$ cat config.mk
export PLATFORM = sky130hd
export DESIGN_NAME = retro_mem_arbiter
export DESIGN_NICKNAME = d
export VERILOG_FILES = /design/src/rtl/retro_mem_arbiter.sv
export SDC_FILE = /design/constraint.sdc
export NUM_CORES = 1
export LEC_CHECK = 0
export CAP_MARGIN = 10
export CORE_AREA = 4 4 202 204
export DETAILED_ROUTE_END_ITERATION = 8
export DIE_AREA = 0 0 206 208
export HOLD_SLACK_MARGIN = 0.03
export PLACE_DENSITY_LB_ADDON = 0.08
export SLEW_MARGIN = 20
export SYNTH_ARGS = -nofsm -noshare
export SYNTH_HDL_FRONTEND = slang
export SYNTH_SLANG_ARGS = --single-unit
$ cat constraint.sdc
create_clock -name Clk -period 7.9 [get_ports Clk]
set_clock_uncertainty 0.1 [all_clocks]
set_input_delay 1.58 -clock Clk [delete_from_list [all_inputs] [get_ports Clk]]
set_output_delay 1.58 -clock Clk [all_outputs]
set_load 0.05 [all_outputs]
$ cat src/rtl/retro_mem_arbiter.sv
// Round-robin burst arbiter sharing one memory port between NREQ requesters.
// Tracks outstanding read beats so a grant is held until its read data has returned.
module retro_mem_arbiter #(
  parameter int NREQ    = 3,
  parameter int ADDR_W  = 28,
  parameter int DATA_W  = 64,
  parameter int MAX_OUT = 8
) (
  input  logic                     Clk,
  input  logic                     Reset,
  input  logic [NREQ-1:0]          ReqValid,
  output logic [NREQ-1:0]          ReqReady,
  input  logic [NREQ-1:0]          ReqWrite,
  input  logic [NREQ-1:0]          ReqLast,
  input  logic [NREQ*ADDR_W-1:0]   ReqAddr,
  input  logic [NREQ*DATA_W-1:0]   ReqWData,
  output logic [NREQ-1:0]          RspValid,
  output logic [DATA_W-1:0]        RspData,
  output logic                     MemValid,
  input  logic                     MemReady,
  output logic                     MemWrite,
  output logic [ADDR_W-1:0]        MemAddr,
  output logic [DATA_W-1:0]        MemWData,
  input  logic                     MemRspValid,
  input  logic [DATA_W-1:0]        MemRspData,
  output logic [NREQ-1:0]          Grant,
  output logic                     Busy
);

  localparam int IDX_W = (NREQ > 1) ? $clog2(NREQ) : 1;
  localparam int SUM_W = IDX_W + 1;
  localparam int CNT_W = $clog2(MAX_OUT + 1);

  typedef enum logic [1:0] {IDLE, BURST, DRAIN} state_e;

  state_e            state_q, state_d;
  logic [NREQ-1:0]   grant_q, grant_d;
  logic [IDX_W-1:0]  gidx_q, gidx_d;
  logic [IDX_W-1:0]  last_q, last_d;
  logic [CNT_W-1:0]  out_q, out_d;

  logic [ADDR_W-1:0] addr_a  [NREQ];
  logic [DATA_W-1:0] wdata_a [NREQ];

  genvar gi;
  generate
    for (gi = 0; gi < NREQ; gi++) begin : g_slice
      assign addr_a[gi]  = ReqAddr[gi*ADDR_W +: ADDR_W];
      assign wdata_a[gi] = ReqWData[gi*DATA_W +: DATA_W];
    end
  endgenerate

  logic g_write, g_last, room, can_issue, in_burst, beat, rsp_ok, inc;

  assign g_write   = ReqWrite[gidx_q];
  assign g_last    = ReqLast[gidx_q];
  assign room      = out_q < CNT_W'(MAX_OUT);
  assign can_issue = g_write || room;
  assign in_burst  = (state_q == BURST) && !Reset;

  assign MemValid  = in_burst && ReqValid[gidx_q] && can_issue;
  assign MemWrite  = g_write;
  assign MemAddr   = addr_a[gidx_q];
  assign MemWData  = wdata_a[gidx_q];
  assign ReqReady  = (in_burst && MemReady && can_issue) ? grant_q : '0;

  assign beat      = MemValid && MemReady;
  assign inc       = beat && !g_write;
  // Responses with nothing outstanding are strays (e.g. after a reset) and are dropped.
  assign rsp_ok    = MemRspValid && (out_q != '0) && !Reset;
  assign RspValid  = rsp_ok ? grant_q : '0;
  assign RspData   = MemRspData;

  assign Grant     = grant_q;
  assign Busy      = (state_q != IDLE);

  always_comb begin
    out_d = out_q;
    case ({inc, rsp_ok})
      2'b10:   out_d = out_q + CNT_W'(1);
      2'b01:   out_d = out_q - CNT_W'(1);
      default: out_d = out_q;
    endcase
  end

  logic             rr_found;
  logic [IDX_W-1:0] rr_pick;
  logic [IDX_W-1:0] rr_cand;
  logic [SUM_W-1:0] rr_sum;

  // Search starts just after the previous owner so every requester gets a turn.
  always_comb begin
    rr_found = 1'b0;
    rr_pick  = '0;
    rr_cand  = '0;
    rr_sum   = '0;
    for (int k = 1; k <= NREQ; k++) begin
      rr_sum = {1'b0, last_q} + SUM_W'(k);
      if (rr_sum >= SUM_W'(NREQ)) rr_sum = rr_sum - SUM_W'(NREQ);
      rr_cand = rr_sum[IDX_W-1:0];
      if (!rr_found && ReqValid[rr_cand]) begin
        rr_found = 1'b1;
        rr_pick  = rr_cand;
      end
    end
  end

  always_comb begin
    state_d = state_q;
    grant_d = grant_q;
    gidx_d  = gidx_q;
    last_d  = last_q;
    case (state_q)
      IDLE: begin
        if (rr_found) begin
          grant_d          = '0;
          grant_d[rr_pick] = 1'b1;
          gidx_d           = rr_pick;
          state_d          = BURST;
        end
      end
      BURST: begin
        if (beat && g_last) begin
          if (out_d != '0) begin
            state_d = DRAIN;
          end else begin
            state_d = IDLE;
            last_d  = gidx_q;
            grant_d = '0;
          end
        end
      end
      DRAIN: begin
        if (out_d == '0) begin
          state_d = IDLE;
          last_d  = gidx_q;
          grant_d = '0;
        end
      end
      default: state_d = IDLE;
    endcase
  end

  always_ff @(posedge Clk) begin
    if (Reset) begin
      state_q <= IDLE;
      grant_q <= '0;
      gidx_q  <= '0;
      last_q  <= IDX_W'(NREQ - 1);
      out_q   <= '0;
    end else begin
      state_q <= state_d;
      grant_q <= grant_d;
      gidx_q  <= gidx_d;
      last_q  <= last_d;
      out_q   <= out_d;
    end
  end

endmodule
### After elaboration in Yosys (flattened, before gate mapping)

Index checks and enable logic that the tools add are counted.

| operators by class | value |
|---|---|
| $add $sub $neg | 8 |
| magnitude comparators | 11 |
| equality and inequality tests | 8 |
| multiplexer cells | 46 |
| bitwise gates (word level) | 1 |
| reduce and logical (&&, ||, !) cells | 29 |

Operators with widths:

| kind | count |
|---|---|
| $bmux W64 S2 | 1 |
| $mux W64 | 2 |
| $bmux W28 S2 | 1 |
| $mux W28 | 2 |
| $mux W2 | 13 |
| $mux W3 | 6 |
| $lt A2 B3 Y1 const B | 5 |
| $logic_and A1 B1 Y1 | 13 |
| $bmux W1 S2 | 6 |
| $mux W1 | 10 |
| $ge A3 B2 Y1 const B | 3 |
| $pmux W3 S3 | 1 |
| $pmux W4 S2 | 1 |
| $reduce_bool A4 Y1 | 2 |
| $add A2 B2 Y3 const B | 2 |
| $ne A2 B2 Y1 const B | 3 |
| $pmux W2 S3 | 1 |
| $sub A2 B2 Y2 const B | 3 |
| $reduce_and A5 Y1 | 1 |
| $add A4 B1 Y4 const B | 1 |
| $eq A2 B1 Y1 const B | 2 |
| $eq A2 B2 Y1 const B | 2 |
| $logic_not A1 Y1 | 4 |
| $logic_not A4 Y1 | 1 |
| 16 further kinds | 17 |

| storage, ports and cells | value |
|---|---|
| bits in registers | 13 |
| input bits | 353 |
| output and inout port bits | 168 |

### Logic depth before layout (Yosys ltp)

| logic depth | value |
|---|---|
| depth after elaboration | 18 |
| depth in mapped cells | 14 |
| gate-level depth less buffers | 14 |

### Worst setup path after synthesis

OpenSTA, ideal clock, no wires.

| timing | value |
|---|---|
| path type | input port to flip-flop |
| start point | input port ReqWrite[1] |
| end point | register last_q[0] |
| setup time | 0.116 ns |
| data arrival time | 4.593 ns |
| required time | 7.684 ns |
| setup slack | 3.092 ns |
| cell stages on the path | 13 |
| path buffers | 0 |
| cells stage by stage | mux2i_1 -> o21ai_0 -> nor3_1 -> nand3_1 -> ha_1 -> inv_1 -> fa_1 -> xnor2_1 -> nor3_1 -> o21ai_2 -> o211ai_2 -> and3_1 -> a31o_1 |

| on the way | value |
|---|---|
| cells in the longest elaborated chain, start to end | 11 |
| elaborated cells between the ends (all ways) | 17 |

Ends and longest elaborated chain:

| item | line | RTL |
|---|---|---|
| from (decl) | 13 | `input logic [NREQ-1:0] ReqWrite,` |
| $bmux W1 S2 (*) | 55 | `assign g_write = ReqWrite[gidx_q];` |
| $mux W1 (implied by the code) (*) | 55 |  |
| net MemWrite | 21 | `output logic MemWrite,` |
| $logic_or A1 B1 Y1 | 58 | `assign can_issue = g_write \|\| room;` |
| $logic_and A1 B1 Y1 | 61 | `assign MemValid = in_burst && ReqValid[gidx_q] && can_issue;` |
| $logic_and A1 B1 Y1 | 67 | `assign beat = MemValid && MemReady;` |
| $logic_and A1 B1 Y1 | 68 | `assign inc = beat && !g_write;` |
| $eq A2 B1 Y1 / $eq A2 B2 Y1 (equally long branches) | 79 | `case ({inc, rsp_ok})` |
| $pmux W4 S2 | 79 |  |
| $reduce_bool A4 Y1 / $logic_not A4 Y1 (equally long branches) | 124, 134 |  |
| $ne A2 B2 Y1 (no line) | - |  |
| $reduce_and A4 Y1 (no line) (*) | - |  |
| to (signal assigned) | 149 | `last_q <= IDX_W'(NREQ - 1);` |
| to (signal assigned) | 155 | `last_q <= last_d;` |
| to (decl) | 39 | `logic [IDX_W-1:0] last_q, last_d;` |

Mark *: on every way through the listed nets, which the timed path passes. The rest lies on a longest branch. The select of a mux whose other input is x is not followed.
A chain may end at the register's enable or synchronous reset.

### Final worst setup path

| timing | value |
|---|---|
| start point | input port Reset |
| end point | output port ReqReady[2] |

| on the way | value |
|---|---|
| cells in the longest elaborated chain, start to end | 5 |

Ends and longest elaborated chain:

| item | line | RTL |
|---|---|---|
| from (decl) | 10 | `input logic Reset,` |
| $logic_not A1 Y1 | 59 | `assign in_burst = (state_q == BURST) && !Reset;` |
| $logic_and A1 B1 Y1 | 59 |  |
| $logic_and A1 B1 Y1 (2 in series) | 65 | `assign ReqReady = (in_burst && MemReady && can_issue) ? grant_q : '0;` |
| $mux W3 | 65 |  |
| to (decl) | 12 | `output logic [NREQ-1:0] ReqReady,` |

Every way passes these cells.

==> results by group <==
Worst setup path
  – Crit path required time: slightly above 6 ns
  – Worst-path cell chain: clkdlybuf4s50_1, inv_1, and4_1, and2_1, clkdlybuf4s50_1
  – Most numerous cell on the critical path: clkdlybuf4s50_1
  – Critical path startpoint category: primary input
  – CP max-delay cell: clkdlybuf4s50_1
  – Arrival @ worst endpoint: approximately 3.9 ns
  – R2R cell count: 12
  – Endpoint class of the critical path: output pin
  – Cell family with most CP delay: buffers and inverters
  – Critical path depth: 5
  – Worst Path Buf+Inv: 3
  – Critical path class: in2out
  – CP max FO: 13
  – CP max stage delay: 0.81 ns

Clock network
  – Clk buf depth: 2
  – H-tree levels: 1
  – Clock-pin transition on the worst setup and hold timing paths: 0.05 ns
  – Root Buffer: clkbuf_16
  – Clock sinks: 13
  – TritonCTS Buffers: 3
  – Clock latency on the worst-skew pair: 0.24 ns
  – Postcts setup bufs: 0
  – TritonCTS clock tree: done
  – CTS resizes: 0
  – Hold_buf cts: 0

Placement
  – GPL Wtd Cong: 0.753
  – Dpl cell area: 7460 sq um
  – Dpl hpwl: 21000 um
  – Worst slack, placed: 2.25 ns
  – Port Buf Inserts: 392

Synth
  – EDFF count, synth: 0
  – Mapped Avg Cell Area: 6.77 sq um
  – Synthesized flop and latch total: 13
  – Largest cells by area after synthesis: mux2i_1 (29%), o21ai_0 (14%), buf_4 (14%), nand2_1 (12%), dfxtp_1 (7.5%)
  – Synthesized instance count: 510
  – Synthesized area: between 3000 and 4000 sq um
  – Cell with the most instances after synthesis: nand2_1
  – Register area share after synthesis: 7.54%
  – Most used flip-flop cell after synthesis: dfxtp_1
  – Yosys top cell by area: mux2i_1
  – Distinct cell type count after synthesis: 45
  – Post-synth top cells: nand2_1 (106), mux2i_1 (100), o21ai_0 (98), buf_4 (65), clkbuf_1 (23)
  – Top cell type's share of synthesized area: slightly below 30%
  – Syn Nets: 874
  – Post-synth ARST share: 0%
  – Yosys warnings: 0

Hold path
  – Hold WC Path Type: reg2reg
  – Hold depth: 2

Cells and area
  – Multi-input gate area: between 2000 and 3000 sq um
  – Layout cells sized above 1: around 2.3%
  – Layout area overhead: 118%
  – Reg area: 268 sq um
  – Fill cell total of the finished layout: 4437
  – Final nets: about 1200
  – Post-route cell area: 7540 sq um

Global route
  – Global-route wire length before repair: 35000 um
  – GRT Util Overall: roughly 11%
  – Global route overflow: 0
  – Initial antenna violation count: 1
  – Pin count of the biggest net entering global routing: 58
  – Vias in the first global route: 4787

Die
  – Initial core utilization: 8.79%
  – Die Span X: 206 um
  – Die ar.: between 40000 and 50000 sq um
  – Row count: 73
  – IO Pins: 521
  – Chip height: 208 um
  – Core area: just under 40000 sq um

STA
  – Final Max Tran Viols: 0
  – Final setup viols: 0
  – Fin Setup TNS: 0 ns
  – Final hold vios: 0
  – Tcrit/Tclk final: 71.1%
  – Setup ws final: roughly 2.3 ns
  – Slew @ Worst Pin: 0.905 ns
  – Hold WS: 0.418 ns
  – RSZ-0062 raised after global routing: no
  – Fmax achieved: roughly 180 MHz
  – Worst rel slew slack: 39.6%
  – Tmin final: 5.61 ns

Outcome
  – Outcome: completed

Routing
  – Drt pass-1 iters: 4
  – Via Count: about 4600
  – Vias/cell: 3.41
  – Post-Route WL: about 25000 um
  – Routed len/inst: 19.0 um
  – Antenna Nets Post-Route: 0
  – DR DRC count: 0
  – First DRT Iteration DRCs: 167

Pwr
  – Leak Pwr: 2.43 nW
  – Pwr Density: between 150 and 200 nW/um^2
  – Total power: around 1.5 mW
  – VDD IR max: about 0.000079 V

Run
  – Max Cap Violations: 0
-- layer usage --
| layer | GRT usage [%] | vias up | wire length, um |
|---|---|---|---|
| met5 | 0 | - | 0 |
| met4 | 1.68 | 0 | 233 |
| met3 | 3.05 | 16 | 2200 |
| met2 | 21.9 | 216 | 14100 |
| met1 | 11.2 | 2027 | 8840 |
| li1 | - | 2300 | - |
-- worst min-delay path, stage by stage, from the launching register on --
cell,delay [ns]
dfxtp_1,0.34
nand2_1,0.07
mux2i_1,0.06
-- per-stage QoR --
step | std cells | utilization, %
after floorplan | 510 | -
after global placement | 1333 | 19.0
after detailed placement | 1333 | 19.0
after CTS | 1337 | 19.2
after global routing | 1338 | 19.2
final | 1338 | 19.2
-- path summary, 6_finish.rpt --
path	from	end	slack, ns
max reg2reg	gidx_q[1]	last_q[0]	4.28
min reg2reg	Grant[2]	Grant[2]	0.42
max	Reset	ReqReady[2]	2.29
min	Grant[2]	Grant[2]	0.42
-- kinds of logic after synthesis --
family / count (synthesis) / synth area share (%)
simple gates: 145 / 18.1
compound gates: 123 / 20.1
buf+inv: 113 / 19.7
mux: 101 / 29.3
flops: 13 / 7.54
fa+ha+maj: 11 / 4.21
xor+xnor: 4 / 1.02
-- state kept, by name, indices dropped and copies added (netlist names) --
| register | count |
|---|---|
| last_q | 2 |
| out_q | 4 |
| Grant | 3 |
| gidx_q | 2 |
| state_q | 2 |
-- report_power, final --
group | internal (mW) | total, mW | switching [mW]
Clock | 0.0684 | 0.0996 | 0.0312
Sequential | 0.0776 | 0.116 | 0.0385
Combinational | 0.481 | 1.26 | 0.783
-- cell type report --
| type | count | share of cell area [%] |
|---|---|---|
| antenna | 1 | 0.0332 |
| tap | 525 | 8.71 |
| inverter | 14 | 0.697 |
| multi-input combinational | 384 | 33.4 |
| sequential | 13 | 3.55 |
| timing repair buffer | 397 | 52.5 |
| clock buffer | 4 | 1.05 |
-- cell usage in the layout (no fill, tap or decap), types with 2 or more instances in the layout --
cell type,netlist,final
a21oi_1,8,8
nand3_1,5,5
nand2b_1,2,2
a311oi_1,2,2
o21ai_0,98,98
clkbuf_16,0,3
mux2i_1,100,100
and3_1,3,3
o211ai_1,2,2
buf_4,65,5
clkdlybuf4s50_1,0,392
dfxtp_4,0,2
inv_1,14,14
nor2_1,9,9
ha_1,10,10
nand2_1,106,106
dfxtp_1,13,11
nor3_1,4,4
xnor2_1,3,3
and2_1,6,6
Note: power is estimated with default switching activity, not from simulation.
